**config.mk**
```make
export PLATFORM = sky130hd
export DESIGN_NAME = display_clocks_drp
export DESIGN_NICKNAME = d
export VERILOG_FILES = /design/src/rtl/display_clocks_pkg.sv /design/src/rtl/display_clocks_drp_xfer.sv /design/src/rtl/display_clocks_drp.sv
export SDC_FILE = /design/constraint.sdc
export NUM_CORES = 1
export LEC_CHECK = 0
export CELL_PAD_IN_SITES_DETAIL_PLACEMENT = 0
export CELL_PAD_IN_SITES_GLOBAL_PLACEMENT = 2
export CORE_MARGIN = 4
export CORE_UTILIZATION = 32
export CTS_CLUSTER_DIAMETER = 40
export DETAILED_ROUTE_END_ITERATION = 7
export MAX_ROUTING_LAYER = met4
export PLACE_DENSITY = 0.73
export SYNTH_ARGS = -nofsm -noshare
export SYNTH_HDL_FRONTEND = slang
export SYNTH_HIERARCHICAL = 1
export SYNTH_SLANG_ARGS = --single-unit
```
**constraint.sdc**
```tcl
create_clock -name i_clk -period 2.65 [get_ports i_clk]
set_input_delay 0.53 -clock i_clk [delete_from_list [all_inputs] [get_ports i_clk]]
set_output_delay 0.53 -clock i_clk [all_outputs]
set_load 0.02 [all_outputs]
```
**src/rtl/display_clocks_pkg.sv**
```systemverilog
// Shared types and the per-mode MMCME2 DRP register table for display_clocks_drp.
package display_clocks_pkg;

  localparam int NREGS = 23;

  typedef struct packed {
    logic [6:0]  addr;
    logic [15:0] mask;
    logic [15:0] data;
  } drp_entry_t;

  typedef enum logic [1:0] {
    ERR_NONE = 2'd0,
    ERR_MODE = 2'd1,
    ERR_DRDY = 2'd2,
    ERR_LOCK = 2'd3
  } err_t;

  typedef enum logic [3:0] {
    ST_START, ST_RST_ON, ST_RD, ST_RD_WAIT, ST_WR, ST_WR_WAIT,
    ST_RB, ST_RB_WAIT, ST_RST_OFF, ST_LOCK_WAIT, ST_IDLE
  } state_t;

  // Integer divider settings per mode, all from a 100 MHz reference.
  typedef struct packed {
    logic [6:0]  div;
    logic [6:0]  mult;
    logic [6:0]  out0;
    logic [6:0]  out1;
    logic [9:0]  lock_cnt;
    logic [4:0]  lock_dly;
    logic [15:0] filt1;
    logic [15:0] filt2;
  } mode_cfg_t;

  // 0: 25.2 MHz (M53/D7/O30), 1: 40 MHz (M10/D1/O25),
  // 2: 65 MHz (M13/D2/O10), 3: 74.25 MHz (M52/D7/O10); CLKOUT1 is the 5x clock.
  function automatic mode_cfg_t mode_cfg(input logic [2:0] mode);
    mode_cfg_t c;
    case (mode)
      3'd0:    c = '{7'd7, 7'd53, 7'd30, 7'd6, 10'd1000, 5'd31, 16'h0900, 16'h1190};
      3'd1:    c = '{7'd1, 7'd10, 7'd25, 7'd5, 10'd1000, 5'd25, 16'h0800, 16'h9190};
      3'd3:    c = '{7'd7, 7'd52, 7'd10, 7'd2, 10'd1000, 5'd31, 16'h1900, 16'h0190};
      default: c = '{7'd2, 7'd13, 7'd10, 7'd2, 10'd1000, 5'd28, 16'h0900, 16'h1190};
    endcase
    return c;
  endfunction

  // ClkReg1: high/low time for a 50 % duty integer divide.
  function automatic logic [15:0] clk_reg1(input logic [6:0] d);
    logic [6:0] ht;
    logic [6:0] lt;
    ht = d >> 1;
    lt = d - ht;
    if (d == 7'd1) begin
      ht = 7'd1;
      lt = 7'd1;
    end
    return {4'b0000, ht[5:0], lt[5:0]};
  endfunction

  // ClkReg2: edge for odd divides, no_count for divide-by-one.
  function automatic logic [15:0] clk_reg2(input logic [6:0] d);
    return {8'h00, (d[0] && d != 7'd1), (d == 7'd1), 6'b000000};
  endfunction

  function automatic logic [15:0] div_reg(input logic [6:0] d);
    logic [15:0] r1;
    logic [15:0] r2;
    r1 = clk_reg1(d);
    r2 = clk_reg2(d);
    return {2'b00, r2[7], r2[6], r1[11:0]};
  endfunction

  // Mode table: one {addr, mask, data} row per configuration register.
  function automatic drp_entry_t mode_table(input logic [2:0] mode, input logic [4:0] idx);
    mode_cfg_t  c;
    drp_entry_t e;
    c = mode_cfg(mode);
    case (idx)
      5'd1:    e = '{7'h08, 16'h1000, clk_reg1(c.out0)};
      5'd2:    e = '{7'h09, 16'hFC00, clk_reg2(c.out0)};
      5'd3:    e = '{7'h0A, 16'h1000, clk_reg1(c.out1)};
      5'd4:    e = '{7'h0B, 16'hFC00, clk_reg2(c.out1)};
      5'd5:    e = '{7'h0C, 16'h1000, clk_reg1(c.out0)};
      5'd6:    e = '{7'h0D, 16'hFC00, clk_reg2(c.out0)};
      5'd7:    e = '{7'h0E, 16'h1000, clk_reg1(c.out0)};
      5'd8:    e = '{7'h0F, 16'hFC00, clk_reg2(c.out0)};
      5'd9:    e = '{7'h10, 16'h1000, clk_reg1(c.out0)};
      5'd10:   e = '{7'h11, 16'hFC00, clk_reg2(c.out0)};
      5'd11:   e = '{7'h06, 16'h1000, clk_reg1(c.out0)};
      5'd12:   e = '{7'h07, 16'hFC00, clk_reg2(c.out0)};
      5'd13:   e = '{7'h12, 16'h1000, clk_reg1(c.out0)};
      5'd14:   e = '{7'h13, 16'hFC00, clk_reg2(c.out0)};
      5'd15:   e = '{7'h16, 16'hC000, div_reg(c.div)};
      5'd16:   e = '{7'h14, 16'h1000, clk_reg1(c.mult)};
      5'd17:   e = '{7'h15, 16'hFC00, clk_reg2(c.mult)};
      5'd18:   e = '{7'h18, 16'hFC00, {6'b000000, c.lock_cnt}};
      5'd19:   e = '{7'h19, 16'h8000, {1'b0, c.lock_dly, 10'h001}};
      5'd20:   e = '{7'h1A, 16'h8000, {1'b0, c.lock_dly, 10'h3E9}};
      5'd21:   e = '{7'h4E, 16'h6600, c.filt1};
      5'd22:   e = '{7'h4F, 16'h6666, c.filt2};
      default: e = '{7'h28, 16'h0000, 16'hFFFF};
    endcase
    // Data never touches the bits the mask preserves.
    e.data = e.data & ~e.mask;
    return e;
  endfunction

endpackage

```
**src/rtl/display_clocks_drp_xfer.sv**
```systemverilog
// Single DRP read or write: strobe, address/data hold, DRDY wait with timeout.
module display_clocks_drp_xfer #(
  parameter int DRDY_TIMEOUT = 64
) (
  input  logic        clk_i,
  input  logic        rst_ni,
  input  logic        start_i,
  input  logic        we_i,
  input  logic [6:0]  addr_i,
  input  logic [15:0] di_i,
  input  logic        drp_rdy_i,
  output logic        drp_en_o,
  output logic        drp_we_o,
  output logic [6:0]  drp_addr_o,
  output logic [15:0] drp_di_o,
  output logic        done_o,
  output logic        timeout_o
);

  localparam int CW = $clog2(DRDY_TIMEOUT + 1);

  logic          busy_q, busy_d;
  logic [CW-1:0] cnt_q, cnt_d;
  logic [6:0]    addr_q, addr_d;
  logic [15:0]   di_q, di_d;

  // Strobe passes straight through; address/data are held from the strobe until rdy.
  always_comb begin
    busy_d     = busy_q;
    cnt_d      = cnt_q;
    addr_d     = addr_q;
    di_d       = di_q;
    drp_en_o   = start_i;
    drp_we_o   = start_i & we_i;
    drp_addr_o = start_i ? addr_i : addr_q;
    drp_di_o   = start_i ? di_i : di_q;
    // rdy only counts after the strobe cycle; cnt_q is cycles since the strobe.
    done_o     = busy_q && drp_rdy_i;
    timeout_o  = busy_q && !drp_rdy_i && (cnt_q == CW'(DRDY_TIMEOUT - 1));
    if (start_i) begin
      busy_d = 1'b1;
      cnt_d  = CW'(1);
      addr_d = addr_i;
      di_d   = di_i;
    end else if (busy_q) begin
      if (done_o || timeout_o) busy_d = 1'b0;
      else                     cnt_d  = cnt_q + CW'(1);
    end
  end

  // Transfer state registers.
  always_ff @(posedge clk_i or negedge rst_ni) begin
    if (!rst_ni) begin
      busy_q <= 1'b0;
      cnt_q  <= '0;
      addr_q <= '0;
      di_q   <= '0;
    end else begin
      busy_q <= busy_d;
      cnt_q  <= cnt_d;
      addr_q <= addr_d;
      di_q   <= di_d;
    end
  end

endmodule

```
**src/rtl/display_clocks_drp.sv**
```systemverilog
// Display-mode clock controller: reprograms an MMCME2_ADV over DRP
// (reset, read-modify-write of every register, lock wait, timeouts).
// Optional: define DISPLAY_CLOCKS_DRP_READBACK_EN to verify each write by readback.
module display_clocks_drp
  import display_clocks_pkg::*;
#(
  parameter int N_MODES      = 4,
  parameter int DEFAULT_MODE = 2,
  parameter int DRDY_TIMEOUT = 64,
  parameter int LOCK_TIMEOUT = 65536,
  localparam int MODE_W      = (N_MODES > 1) ? $clog2(N_MODES) : 1
) (
  input  logic              i_clk,
  input  logic              i_rst_n,
  input  logic              i_req_valid,
  input  logic [MODE_W-1:0] i_req_mode,
  output logic              o_req_ready,
  output logic [6:0]        o_drp_addr,
  output logic [15:0]       o_drp_di,
  input  logic [15:0]       i_drp_do,
  output logic              o_drp_en,
  output logic              o_drp_we,
  input  logic              i_drp_rdy,
  output logic              o_mmcm_rst,
  input  logic              i_mmcm_locked,
  output logic              o_locked,
  output logic              o_busy,
  output logic [MODE_W-1:0] o_mode,
  output logic [1:0]        o_err
);

  localparam int LCW = $clog2(LOCK_TIMEOUT + 1);

  state_t            state_q, state_d;
  logic [4:0]        idx_q, idx_d;
  logic [MODE_W-1:0] mode_q, mode_d;
  err_t              err_q, err_d;
  logic              busy_q, busy_d;
  logic              mmcm_rst_q, mmcm_rst_d;
  logic [15:0]       rdata_q, rdata_d;
  logic [LCW-1:0]    lock_cnt_q, lock_cnt_d;
  logic              lock_s1_q, lock_s2_q;

  drp_entry_t entry;
  logic       xfer_start, xfer_we, xfer_done, xfer_tmo;
  logic       step_next, fail_drp;

  assign entry = mode_table(3'(mode_q), idx_q);

  display_clocks_drp_xfer #(.DRDY_TIMEOUT(DRDY_TIMEOUT)) u_xfer (
    .clk_i      (i_clk),
    .rst_ni     (i_rst_n),
    .start_i    (xfer_start),
    .we_i       (xfer_we),
    .addr_i     (entry.addr),
    .di_i       ((rdata_q & entry.mask) | entry.data),
    .drp_rdy_i  (i_drp_rdy),
    .drp_en_o   (o_drp_en),
    .drp_we_o   (o_drp_we),
    .drp_addr_o (o_drp_addr),
    .drp_di_o   (o_drp_di),
    .done_o     (xfer_done),
    .timeout_o  (xfer_tmo)
  );

  // Sequencer next-state logic.
  always_comb begin
    state_d    = state_q;
    idx_d      = idx_q;
    mode_d     = mode_q;
    err_d      = err_q;
    busy_d     = busy_q;
    mmcm_rst_d = mmcm_rst_q;
    rdata_d    = rdata_q;
    lock_cnt_d = lock_cnt_q;
    xfer_start = 1'b0;
    xfer_we    = 1'b0;
    step_next  = 1'b0;
    fail_drp   = 1'b0;
    case (state_q)
      ST_START: begin
        mode_d  = MODE_W'(DEFAULT_MODE);
        busy_d  = 1'b1;
        state_d = ST_RST_ON;
      end
      ST_RST_ON: begin
        mmcm_rst_d = 1'b1;
        idx_d      = '0;
        state_d    = ST_RD;
      end
      ST_RD: begin
        xfer_start = 1'b1;
        state_d    = ST_RD_WAIT;
      end
      ST_RD_WAIT: begin
        if (xfer_done) begin
          rdata_d = i_drp_do;
          state_d = ST_WR;
        end else if (xfer_tmo) begin
          fail_drp = 1'b1;
        end
      end
      ST_WR: begin
        xfer_start = 1'b1;
        xfer_we    = 1'b1;
        state_d    = ST_WR_WAIT;
      end
      ST_WR_WAIT: begin
        if (xfer_done) begin
`ifdef DISPLAY_CLOCKS_DRP_READBACK_EN
          state_d = ST_RB;
`else
          step_next = 1'b1;
`endif
        end else if (xfer_tmo) begin
          fail_drp = 1'b1;
        end
      end
`ifdef DISPLAY_CLOCKS_DRP_READBACK_EN
      ST_RB: begin
        xfer_start = 1'b1;
        state_d    = ST_RB_WAIT;
      end
      ST_RB_WAIT: begin
        if (xfer_done) begin
          // Only the bits we wrote are compared; preserved bits may read anything.
          if (((i_drp_do ^ entry.data) & ~entry.mask) != 16'h0000) fail_drp  = 1'b1;
          else                                                      step_next = 1'b1;
        end else if (xfer_tmo) begin
          fail_drp = 1'b1;
        end
      end
`endif
      ST_RST_OFF: begin
        mmcm_rst_d = 1'b0;
        lock_cnt_d = '0;
        state_d    = ST_LOCK_WAIT;
      end
      ST_LOCK_WAIT: begin
        if (lock_s2_q) begin
          busy_d  = 1'b0;
          state_d = ST_IDLE;
        end else if (lock_cnt_q == LCW'(LOCK_TIMEOUT - 1)) begin
          err_d   = ERR_LOCK;
          busy_d  = 1'b0;
          state_d = ST_IDLE;
        end else begin
          lock_cnt_d = lock_cnt_q + LCW'(1);
        end
      end
      ST_IDLE: begin
        if (i_req_valid) begin
          if (32'(i_req_mode) < N_MODES) begin
            mode_d  = i_req_mode;
            err_d   = ERR_NONE;
            busy_d  = 1'b1;
            state_d = ST_RST_ON;
          end else begin
            err_d = ERR_MODE;
          end
        end
      end
      default: state_d = ST_START;
    endcase
    // MMCM stays in reset after a DRP failure so a half-written config never runs.
    if (fail_drp) begin
      err_d   = ERR_DRDY;
      busy_d  = 1'b0;
      state_d = ST_IDLE;
    end
    if (step_next) begin
      if (idx_q == 5'(NREGS - 1)) begin
        state_d = ST_RST_OFF;
      end else begin
        idx_d   = idx_q + 5'd1;
        state_d = ST_RD;
      end
    end
  end

  // Sequencer state registers.
  always_ff @(posedge i_clk or negedge i_rst_n) begin
    if (!i_rst_n) begin
      state_q    <= ST_START;
      idx_q      <= '0;
      mode_q     <= MODE_W'(DEFAULT_MODE);
      err_q      <= ERR_NONE;
      busy_q     <= 1'b1;
      mmcm_rst_q <= 1'b1;
      rdata_q    <= '0;
      lock_cnt_q <= '0;
    end else begin
      state_q    <= state_d;
      idx_q      <= idx_d;
      mode_q     <= mode_d;
      err_q      <= err_d;
      busy_q     <= busy_d;
      mmcm_rst_q <= mmcm_rst_d;
      rdata_q    <= rdata_d;
      lock_cnt_q <= lock_cnt_d;
    end
  end

  // Two-flop synchroniser for the asynchronous MMCM LOCKED output.
  always_ff @(posedge i_clk or negedge i_rst_n) begin
    if (!i_rst_n) begin
      lock_s1_q <= 1'b0;
      lock_s2_q <= 1'b0;
    end else begin
      lock_s1_q <= i_mmcm_locked;
      lock_s2_q <= lock_s1_q;
    end
  end

  assign o_req_ready = (state_q == ST_IDLE);
  assign o_locked    = lock_s2_q && (state_q == ST_IDLE);
  assign o_busy      = busy_q;
  assign o_mmcm_rst  = mmcm_rst_q;
  assign o_mode      = mode_q;
  assign o_err       = err_q;

endmodule
```
==> summary.md, run 1 <==
| Metric | Value |
|---|---|
| Top achievable clock speed | roughly 0.32 GHz |
| Root Buffer | clkbuf_16 |
| Deepest clock path buffer count | 2 |
| Maximum vdd drop | slightly below 0.4 mV |
| Detailed-route via count | approximately 4200 |
| Antenna fix cells | 0 |
| Pwr/cell area | about 800 mW/mm2 |
| Number of placed I/O pins | 56 |
| Primary flip-flop cell chosen by synthesis mapping | dfrtp_1 |
| Height of the chip | 129 um |
| Clock Skews | 0.0113 ns |
| Vias per std cell | 5.14 |
| Syn-to-layout area delta | 47.1% |
| Multi-input gate area | between 0.002 and 0.003 mm2 |
| Cell type with the largest total area after synthesis | dfrtp_1 |
| Synth Area per Inst | slightly below 10 um2 |
| Max Cap Violations | 0 |
| Total clock sinks | 76 |
| Data arrival time at the worst-slack endpoint | about 2.6 ns |
| Global-route wire length before repair | roughly 22 mm |
| Number of buffers created by CTS | 9 |
| Width of the chip | around 130 um |
| Cell Area, Synth | approximately 0.0047 mm2 |
| Placement Cell Area | between 0.006 and 0.007 mm2 |
| Number of enable flip-flop cells after synthesis | 0 |
| CTS H-tree depth | 3 |
| Top cells by instance count after synthesis | 73 x dfrtp_1, 41 x nor2_1, 38 x nand2_1 |
| Count of unresolved DRC violations after routing | 0 |
| Final estimated routing congestion in global placement | 0.861 |
| Share of the synthesized area in the top cell type | between 30% and 40% |
| Lkg Pwr | between 2 and 3 nW |
| Required time at the endpoint of the critical path | approximately 2.1 ns |
| Pre-CTS setup slack | -0.673 ns |
| Worst setup EP type | output port |
| Outcome | finished, violations left |
| Worst Path Class, Setup | flip-flop to output port |
| Min-delay worst type | input pin to asynchronous set/reset pin |
| Cells after Synth | between 400 and 500 |
| Number of nets in the finished design | about 680 |
| Hold buffers post-CTS | 0 |
| DP HPWL | between 9 and 10 mm |
| Library cell with the highest instance count after synthesis | dfrtp_1 |
| Tightest Pin Transition | 0.633 ns |
| Number of antenna violations at the first check in global routing | 0 |
| Site Rows | 43 |
| Number of nets still failing antenna checks after routing | 0 |
| Setup repair after global routing missed its margin | true |
| Proportion of synthesized chip area in sequential cells | about two fifths |
| Worst-path clk slew | roughly 0.06 ns |
| Final setup fails | 23 |
| Number of design-rule violations left by the first detailed-router iteration | 198 |
| Total grt overflow | 0 |
| Number of max-slew violations in the final report | 0 |
| Placeable core region | approximately 0.014 mm2 |
| Worst reg-to-reg path cell count | 10 |
| Period utilization | 118% |
| Worst-case headroom to the max-slew limit | about 58% |
| Number of inserted filler cells in the final layout | around 1300 |
| Syn. warnings | 6 |
| Highest net fanout along the worst path | 17 |
| Clock latency at the later pin of the worst-skew pair | 0.35 ns |
| TritonCTS clock tree | yes |
| Number of global-route vias before repair | between 4000 and 5000 |
| Pre-Repair DR Iteration Count | 4 |
| Final wirelength | approximately 14 mm |
| Cells taking the most area after synthesis | dfrtp_1 39%, mux2_2 8.4%, ha_1 5.3%, nor2_1 3.3%, nand2_1 3.0% |
| Non-Filler Cell Area, Final | 0.00688 mm2 |
| Min setup slack post-route | -0.475 ns |
| Post-route worst hold slack | approximately 0.2 ns |
| Distinct cell type count of the synthesized netlist | 74 |
| Fraction of synthesis flops using an asynchronous set or reset pin | between 90% and 100% |
| Number of synthesized register bits | between 70 and 80 |
| Largest net degree at the start of global routing | 48 |
| Reg area | approximately 0.0019 mm2 |
| Share of post-route cells with drive strength above 1 | 41.8% |
| Final Core Density | between 40 and 50% |
| Type of origin of the critical path | flip-flop |
| GRT Overall Usage | around 18% |
| Final worst path period need | about 3.1 ns |
| Total power | roughly 5.5 mW |
| Net count after synthesis | ~530 |
| Buffers added on ports | 50 |
| Die area | ~0.017 mm2 |
| Final number of hold-violating endpoints | 0 |
| Initial cell density of the core | between 30 and 40% |
| Failing checks | setup timing |
| Wire length per cell after detailed routing | about 17 um |
[state kept, by name, indices dropped and copies added, names as in the netlist]
signal and cells:
u_xfer/cnt_q 7, lock_s1_q 1, o_err 2, u_xfer/addr_q 7
state_q 4, u_xfer/di_q 16, o_busy 1, lock_cnt_q 17
idx_q 5, rdata_q 11, u_xfer/busy_q 1, lock_s2_q 1
o_mmcm_rst 1, o_mode 2
[per-stage QoR]
step	setup TNS, ns	std cells
global placement	-10.64	791
detailed placement	-11.39	791
CTS	-7.81	811
floorplan	-0.000892	486
global route	-10.23	817
finish	-8.05	817
[what timing repair did]
item	4_1_cts	5_1_grt
gates resized for setup	187	26
gates cloned	1	0
pin swaps	9	12
endpoints found under the setup margin	26	25
buffers inserted	3	7
[layout make-up]
class                      count  share of cell area [%]
multi-input combinational    359                    42.4
clock buffer                  10                    3.33
inverter                      23                    1.33
sequential                    76                    27.8
clock inverter                 6                    1.31
timing repair buffer         163                    20.6
tap                          180                    3.27
[cells in the final DEF, fill, tap and decap left out, types with 7 or more instances in the layout]
cell and count:
and2_1 7, clkbuf_16 9, ha_4 8, nor2b_1 8, nand2b_1 8, buf_6 16
xor2_1 14, ha_1 10, inv_2 7, dfrtp_1 69, a21oi_1 9, nand4_1 12
clkdlybuf4s50_1 22, inv_1 14, nor2_1 38, nand2_1 35, mux2_4 18, nand3_1 25
buf_4 113, o21ai_0 16, mux2_2 17
[critical path, stage by stage, from the launching register on]
cell and delay, ns:
dfrtp_2 0.46, ha_4 0.19, and3_4 0.18, ha_4 0.17, a21oi_4 0.12, nand2_2 0.08, or3_4 0.41, buf_12 0.16
a32oi_1 0.18, mux2_4 0.19, buf_6 0.11
[cell families (layout without fill, tap and decap cells)]
group / Yosys count / after routing / share of synthesized area, %
XOR/XNOR: 20 / 20 / 3.74
AO/OA/AOI/OAI: 95 / 95 / 14.4
flip-flops: 76 / 76 / 40.7
buffers and inverters: 51 / 202 / 4.76
adder cells (fa/ha/maj): 20 / 20 / 5.35
AND/OR/NAND/NOR: 184 / 184 / 21.5
multiplexers: 40 / 40 / 9.52
[routing by layer]
layer  global-route usage, %  routed length (um)  vias to the layer above
li1                        -                   -                     2041
met1                    22.7                6220                     2059
met2                    27.9                6660                       80
met3                    3.45                 384                       21
met4                    5.62                 284                        0
met5                       -                   0                        -
[where the power goes]
group | internal, mW | switching [mW]
logic | 1.31 | 1.24
registers | 1.46 | 0.158
clock network | 0.826 | 0.496
total | 3.60 | 1.90
[path summary, 6_finish.rpt]
check | slack [ns] | from | endpoint
max | -0.47 | idx_q[1] | o_drp_di[9]
min | 0.21 | i_rst_n | lock_cnt_q[3]
max reg2reg | 0.22 | lock_cnt_q[3] | state_q[1]
min reg2reg | 0.36 | lock_s1_q | lock_s2_q
max in group asynchronous | 1.85 | i_rst_n | u_xfer/di_q[4]
min in group i_clk | 0.36 | lock_s1_q | lock_s2_q
Note: power is estimated with default switching activity, not from simulation.
==> run 2, diff against run 1 <==
- SKIP_LAST_GASP: default -> 1
==> run 2 against run 1 <==
The run still ends with setup timing left. Register-to-register slack barely moved. Core utilization increased by 1.4 points. Critical path depth unchanged. First-iteration DRC count grew 31%.
==> summary.md, run 2 (synthesis results as in run 1) <==
| Metric | Value |
|---|---|
| Multi-input gate area | around 0.0030 mm2 |
| Reg area | 0.00191 mm2 |
| Type of origin of the critical path | flip-flop |
| Initial cell density of the core | between 30% and 40% |
| Die area | between 0.015 and 0.02 mm2 |
| Count of unresolved DRC violations after routing | 0 |
| Global-route wire length before repair | approximately 22 mm |
| Worst-case headroom to the max-slew limit | ~58% |
| Max Cap Violations | 0 |
| Pre-Repair DR Iteration Count | 4 |
| DP HPWL | between 9 and 10 mm |
| Share of post-route cells with drive strength above 1 | ~44% |
| Worst reg2reg path startpoint | lock_cnt_q[3] |
| Syn-to-layout area delta | 51.4% |
| Most used cells in the layout excluding fill and tap cells | 109 x buf_4, 69 x dfrtp_1, 39 x nor2_1 |
| Top achievable clock speed | ~0.32 GHz |
| Commonest non-fill, non-tap cell in the layout | buf_4 |
| Number of nets still failing antenna checks after routing | 0 |
| Pwr/cell area | approximately 800 mW/mm2 |
| Post-layout instance count excluding filler cells | around 820 |
| Width of the chip | roughly 130 um |
| Placeable core region | between 0.01 and 0.015 mm2 |
| Flip-flop count of the largest register, all copies and words added | 17 |
| Maximum vdd drop | around 0.4 mV |
| Min-delay worst type | input pin to asynchronous set/reset pin |
| Height of the chip | between 100 and 150 um |
| Root Buffer | clkbuf_16 |
| Worst setup EP type | output port |
| Period utilization | 118% |
| Setup repair after global routing missed its margin | true |
| Placement Cell Area | ~0.0061 mm2 |
| Buffers added on ports | 50 |
| Clock latency at the later pin of the worst-skew pair | ~0.34 ns |
| Worst-path clk slew | 0.06 ns |
| Clock Skews | ~0.011 ns |
| Highest net fanout along the worst path | 5 |
| Number of placed I/O pins | 56 |
| Largest net degree at the start of global routing | 48 |
| Lkg Pwr | between 3 and 4 nW |
| Detailed-route via count | 4258 |
| CTS H-tree depth | 3 |
| Outcome | finished, violations left |
| Deepest clock path buffer count | 2 |
| Critical path origin | idx_q[0] |
| TritonCTS clock tree | yes |
| Number of antenna violations at the first check in global routing | 0 |
| Final worst path period need | 3.13 ns |
| GRT Overall Usage | between 10% and 20% |
| Final wirelength | approximately 14 mm |
| Final estimated routing congestion in global placement | ~0.86 |
| Total clock sinks | 76 |
| Required time at the endpoint of the critical path | between 2 and 2.5 ns |
| Number of max-slew violations in the final report | 0 |
| Number of nets in the finished design | slightly below 700 |
| Wire length per cell after detailed routing | 16.9 um |
| Non-Filler Cell Area, Final | ~0.007 mm2 |
| Failing checks | setup timing |
| Number of design-rule violations left by the first detailed-router iteration | 260 |
| Registers with the most flip-flops | lock_cnt_q: 17 flops, u_xfer/di_q: 16 flops, rdata_q: 11 flops |
| Final setup fails | 23 |
| Total grt overflow | 0 |
| Number of global-route vias before repair | approximately 4400 |
| Tightest Pin Transition | about 0.64 ns |
| Final number of hold-violating endpoints | 0 |
| Site Rows | 43 |
| Number of buffers created by CTS | 9 |
| Number of inserted filler cells in the final layout | roughly 1300 |
| Largest reg by FF count | lock_cnt_q |
| Vias per std cell | ~5.2 |
| Worst Path Class, Setup | flip-flop to output port |
| Antenna fix cells | 0 |
| Number of instances in the placed design | around 790 |
| Data arrival time at the worst-slack endpoint | approximately 2.6 ns |
| Min setup slack post-route | -0.484 ns |
[run 2: cell types whose count changed in the layout (fill, tap and decap cells not counted), moves of 3 or more]
cell	previous run	this run
o21ai_2	1	4
nand2_1	35	32
buf_4	113	109
buf_6	16	23
[run 2: layout make-up]
cell class	count	share of cell area [%]
Multi-Input combinational cell	359	42.6
Sequential cell	76	27.0
Timing Repair Buffer	168	21.4
Clock buffer	10	3.23
Tap cell	180	3.18
Inverter	23	1.29
Clock inverter	6	1.27
[run 2: timing repair]
item                       CTS  global route
cloned                       1             2
buffers inserted             3            10
pin swaps                    9            23
resized for setup          168            74
hold buffers                 0             0
setup endpoints to repair   26            25
[run 2: power breakdown]
part	switching, mW	internal (mW)	leakage [nW]
combinational	1.29	1.40	1.98
sequential	0.162	1.46	0.911
clock	0.494	0.826	0.153
[run 2: path summary, 6_finish.rpt]
check	endpoint	slack, ns	depth (start not counted)
setup reg to reg	state_q[1]	0.21	10
min in group i_clk	lock_s2_q	0.36	0
setup / recovery	o_drp_di[9]	-0.48	10
max in group asynchronous	u_xfer/di_q[2]	1.85	2
hold reg to reg	lock_s2_q	0.36	0
hold / removal	lock_cnt_q[3]	0.21	1
[run 2: routing by layer]
metal  vias to the layer above  share of wire (%)  global-route usage, %
met2                        99                 49                   27.8
met5                         -                  0                      -
met1                      2086                 45                   22.6
met3                        21                3.4                   3.45
met4                         0                2.3                   5.62
li1                       2052                  -                      -
[run 2: stage by stage]
| stage | util [%] | power [mW] | setup TNS, ns | setup slack (ns) | hold slack [ns] |
|---|---|---|---|---|---|
| after floorplan | - | 2.98 | -0.000892 | -0.000892 | 0.234 |
| after global placement | 43.5 | 3.81 | -10.64 | -0.716 | 0.336 |
| after detailed placement | 43.5 | 3.83 | -11.39 | -0.673 | 0.347 |
| after CTS | 47.4 | 5.39 | -8.10 | -0.458 | 0.219 |
| after global routing | 50.3 | 5.96 | -10.23 | -0.548 | 0.252 |
| final | 50.3 | 5.64 | -8.16 | -0.484 | 0.208 |
[run 2: worst max-delay path: stages, from the launching register on]
cell     delay (ns)
dfrtp_2        0.47
ha_4           0.20
and3_4         0.18
ha_4           0.17
a21oi_4        0.11
nand2_2        0.08
or3_4          0.40
buf_12         0.16
a32oi_1        0.19
mux2_4         0.19
buf_6          0.11
==> run 3, diff against run 2 <==
- PLACE_DENSITY: 0.73 -> 0.77
==> run 3 against run 2 <==
The flow still finishes with violations (setup timing). Core utilization down 1.4 points. Sequential cell count is the same. Non-clock buffer count fell by 15. Clock power shrank 5%. Sequential share of layout area up 0.78 points. Clock skew down 0.0015 ns. Global-route usage fell by 0.88 points. Power shrank 3.1%. Critical path depth is the same. Combinational power fell by 4%. Clock-buffer cell count down 1. Wire length fell by 5.9%. Highest routed layer unchanged.
==> summary.md, run 3 (synthesis results as in run 1) <==
| Metric | Value |
|---|---|
| Number of global-route vias before repair | 4237 |
| Final worst path period need | between 3 and 4 ns |
| Registers with the most flip-flops | lock_cnt_q: 17 flops, u_xfer/di_q: 16 flops, rdata_q: 11 flops |
| Register-to-register path setup slack | around 0.24 ns |
| DP HPWL | ~9.4 mm |
| Worst Path Class, Setup | flip-flop to output port |
| Worst-case headroom to the max-slew limit | between 60% and 70% |
| Initial cell density of the core | 33.2% |
| Number of antenna violations at the first check in global routing | 0 |
| Largest reg by FF count | lock_cnt_q |
| Maximum vdd drop | roughly 0.48 mV |
| Wire length per cell after detailed routing | around 16 um |
| Worst setup EP type | output port |
| Number of design-rule violations left by the first detailed-router iteration | 172 |
| Outcome | finished, violations left |
| Failing checks | setup timing |
| GRT Overall Usage | between 15 and 20% |
| Tightest Pin Transition | around 0.55 ns |
| Slowest cell on crit path | dfrtp_2 |
| Highest net fanout along the worst path | 9 |
| Top achievable clock speed | about 0.32 GHz |
| Number of max-slew violations in the final report | 0 |
| Most used cell, CP | ha_4 |
| Buffers added on ports | 50 |
| Count of unresolved DRC violations after routing | 0 |
| Setup repair after global routing missed its margin | true |
| Number of nets in the finished design | 665 |
| Height of the chip | 129 um |
| Global-route wire length before repair | 21.4 mm |
| Critical path buffer and inverter count | 2 |
| Site Rows | 43 |
| Post-layout instance count excluding filler cells | 807 |
| Deepest clock path buffer count | 2 |
| Total grt overflow | 0 |
| Number of inserted filler cells in the final layout | between 1000 and 1500 |
| Placeable core region | 0.0141 mm2 |
| Final wirelength | roughly 13 mm |
| Detailed-route via count | 4071 |
| Lkg Pwr | 2.90 nW |
| Root Buffer | clkbuf_16 |
| Share of post-route cells with drive strength above 1 | a little over two fifths |
| Final estimated routing congestion in global placement | 0.929 |
| Commonest non-fill, non-tap cell in the layout | buf_4 |
| Number of buffers created by CTS | 9 |
| Pwr/cell area | roughly 800 mW/mm2 |
| Crit path cell chain | ha_4, and3_4, ha_4, a21oi_2, nand2_1, or3_4, buf_8, a32oi_1, mux2_4, buf_4 |
| Period utilization | 118% |
| Required time at the endpoint of the critical path | around 2.1 ns |
| CTS H-tree depth | 3 |
| Multi-input gate area | 0.00297 mm2 |
| Flip-flop count of the largest register, all copies and words added | 17 |
| Hold buffers post-CTS | 0 |
| Max Cap Violations | 0 |
| Number of placed I/O pins | 56 |
| Reg area | between 0.0015 and 0.002 mm2 |
| Syn-to-layout area delta | 47.2% |
| Largest net degree at the start of global routing | 43 |
| Width of the chip | 129 um |
| Most used cells in the layout excluding fill and tap cells | 99 x buf_4, 69 x dfrtp_1, 40 x nor2_1 |
| TritonCTS clock tree | yes |
| Type of origin of the critical path | flip-flop |
| Number of instances in the placed design | 782 |
| Number of nets still failing antenna checks after routing | 0 |
| Final number of hold-violating endpoints | 0 |
| Cell class contributing the biggest share of worst-path delay | simple AND/OR/NAND/NOR gates |
| Worst-path clk slew | around 0.06 ns |
| Die area | 0.0166 mm2 |
| Antenna fix cells | 0 |
| Maximum cell stage delay along the critical path | about 0.46 ns |
| Clock latency at the later pin of the worst-skew pair | approximately 0.34 ns |
| Clock Skews | about 0.0099 ns |
| Vias per std cell | slightly above 5 |
| Total power | between 5 and 6 mW |
| Min setup slack post-route | -0.487 ns |
| Pre-Repair DR Iteration Count | 4 |
| Final setup fails | 22 |
| Total clock sinks | 76 |
| Min-delay worst type | input pin to asynchronous set/reset pin |
| Data arrival time at the worst-slack endpoint | between 2 and 3 ns |
run 3: cell count changes in the layout (fill, tap and decap cells not counted), moves of 2 or more:
cell / change
nor2b_2: +2
a41oi_2: +2
inv_2: -2
buf_12: +2
nand2_1: +3
nand2_2: -2
nand2b_4: -2
buf_8: +2
nand2b_1: +2
inv_6: +3
buf_4: -10
a41oi_1: -2
nor2b_4: -2
buf_6: -6
run 3: worst paths after layout:
check	start	cells after the start	end
setup / recovery	idx_q[0]	10	o_drp_di[9]
hold / removal	i_rst_n	1	lock_cnt_q[13]
setup reg to reg	lock_cnt_q[7]	9	state_q[1]
hold reg to reg	lock_s1_q	0	lock_s2_q
max in group asynchronous	i_rst_n	2	o_busy
min in group i_clk	lock_s1_q	0	lock_s2_q
run 3: worst reg2reg max path: cells and delay by family (launching register included):
kind                     cells  cell delay (ns)
multiplexers                 1             0.33
AO/OA/AOI/OAI                2             0.28
flip-flops                   1             0.44
AND/OR/NAND/NOR              5             0.98
adder cells (fa/ha/maj)      1             0.26
run 3: layout make-up:
type	instances	area share (%)
tap	180	3.27
timing repair buffer	153	20.0
clock inverter	7	1.20
clock buffer	9	3.27
sequential	76	27.7
multi-input combinational	359	43.2
inverter	23	1.36
run 3: power by group:
group	internal [mW]	switching, mW
Sequential	1.46	0.161
Combinational	1.32	1.28
Clock	0.743	0.508
run 3: per-layer routing:
| layer | wire length, um | global-route usage (%) | up-vias |
|---|---|---|---|
| met5 | 0 | - | - |
| met4 | 183 | 6.11 | 0 |
| met1 | 5980 | 21.7 | 1973 |
| li1 | - | - | 2020 |
| met2 | 6540 | 25.9 | 65 |
| met3 | 355 | 3.03 | 13 |
run 3: repair_timing:
action	4_1_cts	5_1_grt
resized for setup	185	47
buffers inserted	3	5
setup endpoints to repair	25	30
gates cloned	1	1
pin swaps	7	20
run 3: stage by stage:
stage               hold WS [ns]  utilization, %  setup slack, ns  cell area, um2  setup TNS [ns]
finish                     0.140            48.9           -0.487            6890           -8.19
global placement           0.340            43.1           -0.596            6080          -10.51
CTS                        0.141            47.2           -0.447            6660           -8.36
detailed placement         0.338            43.1           -0.650            6080          -11.35
global route               0.168            48.9           -0.588            6890          -10.50
floorplan                  0.234               -        -0.000892            4740       -0.000892
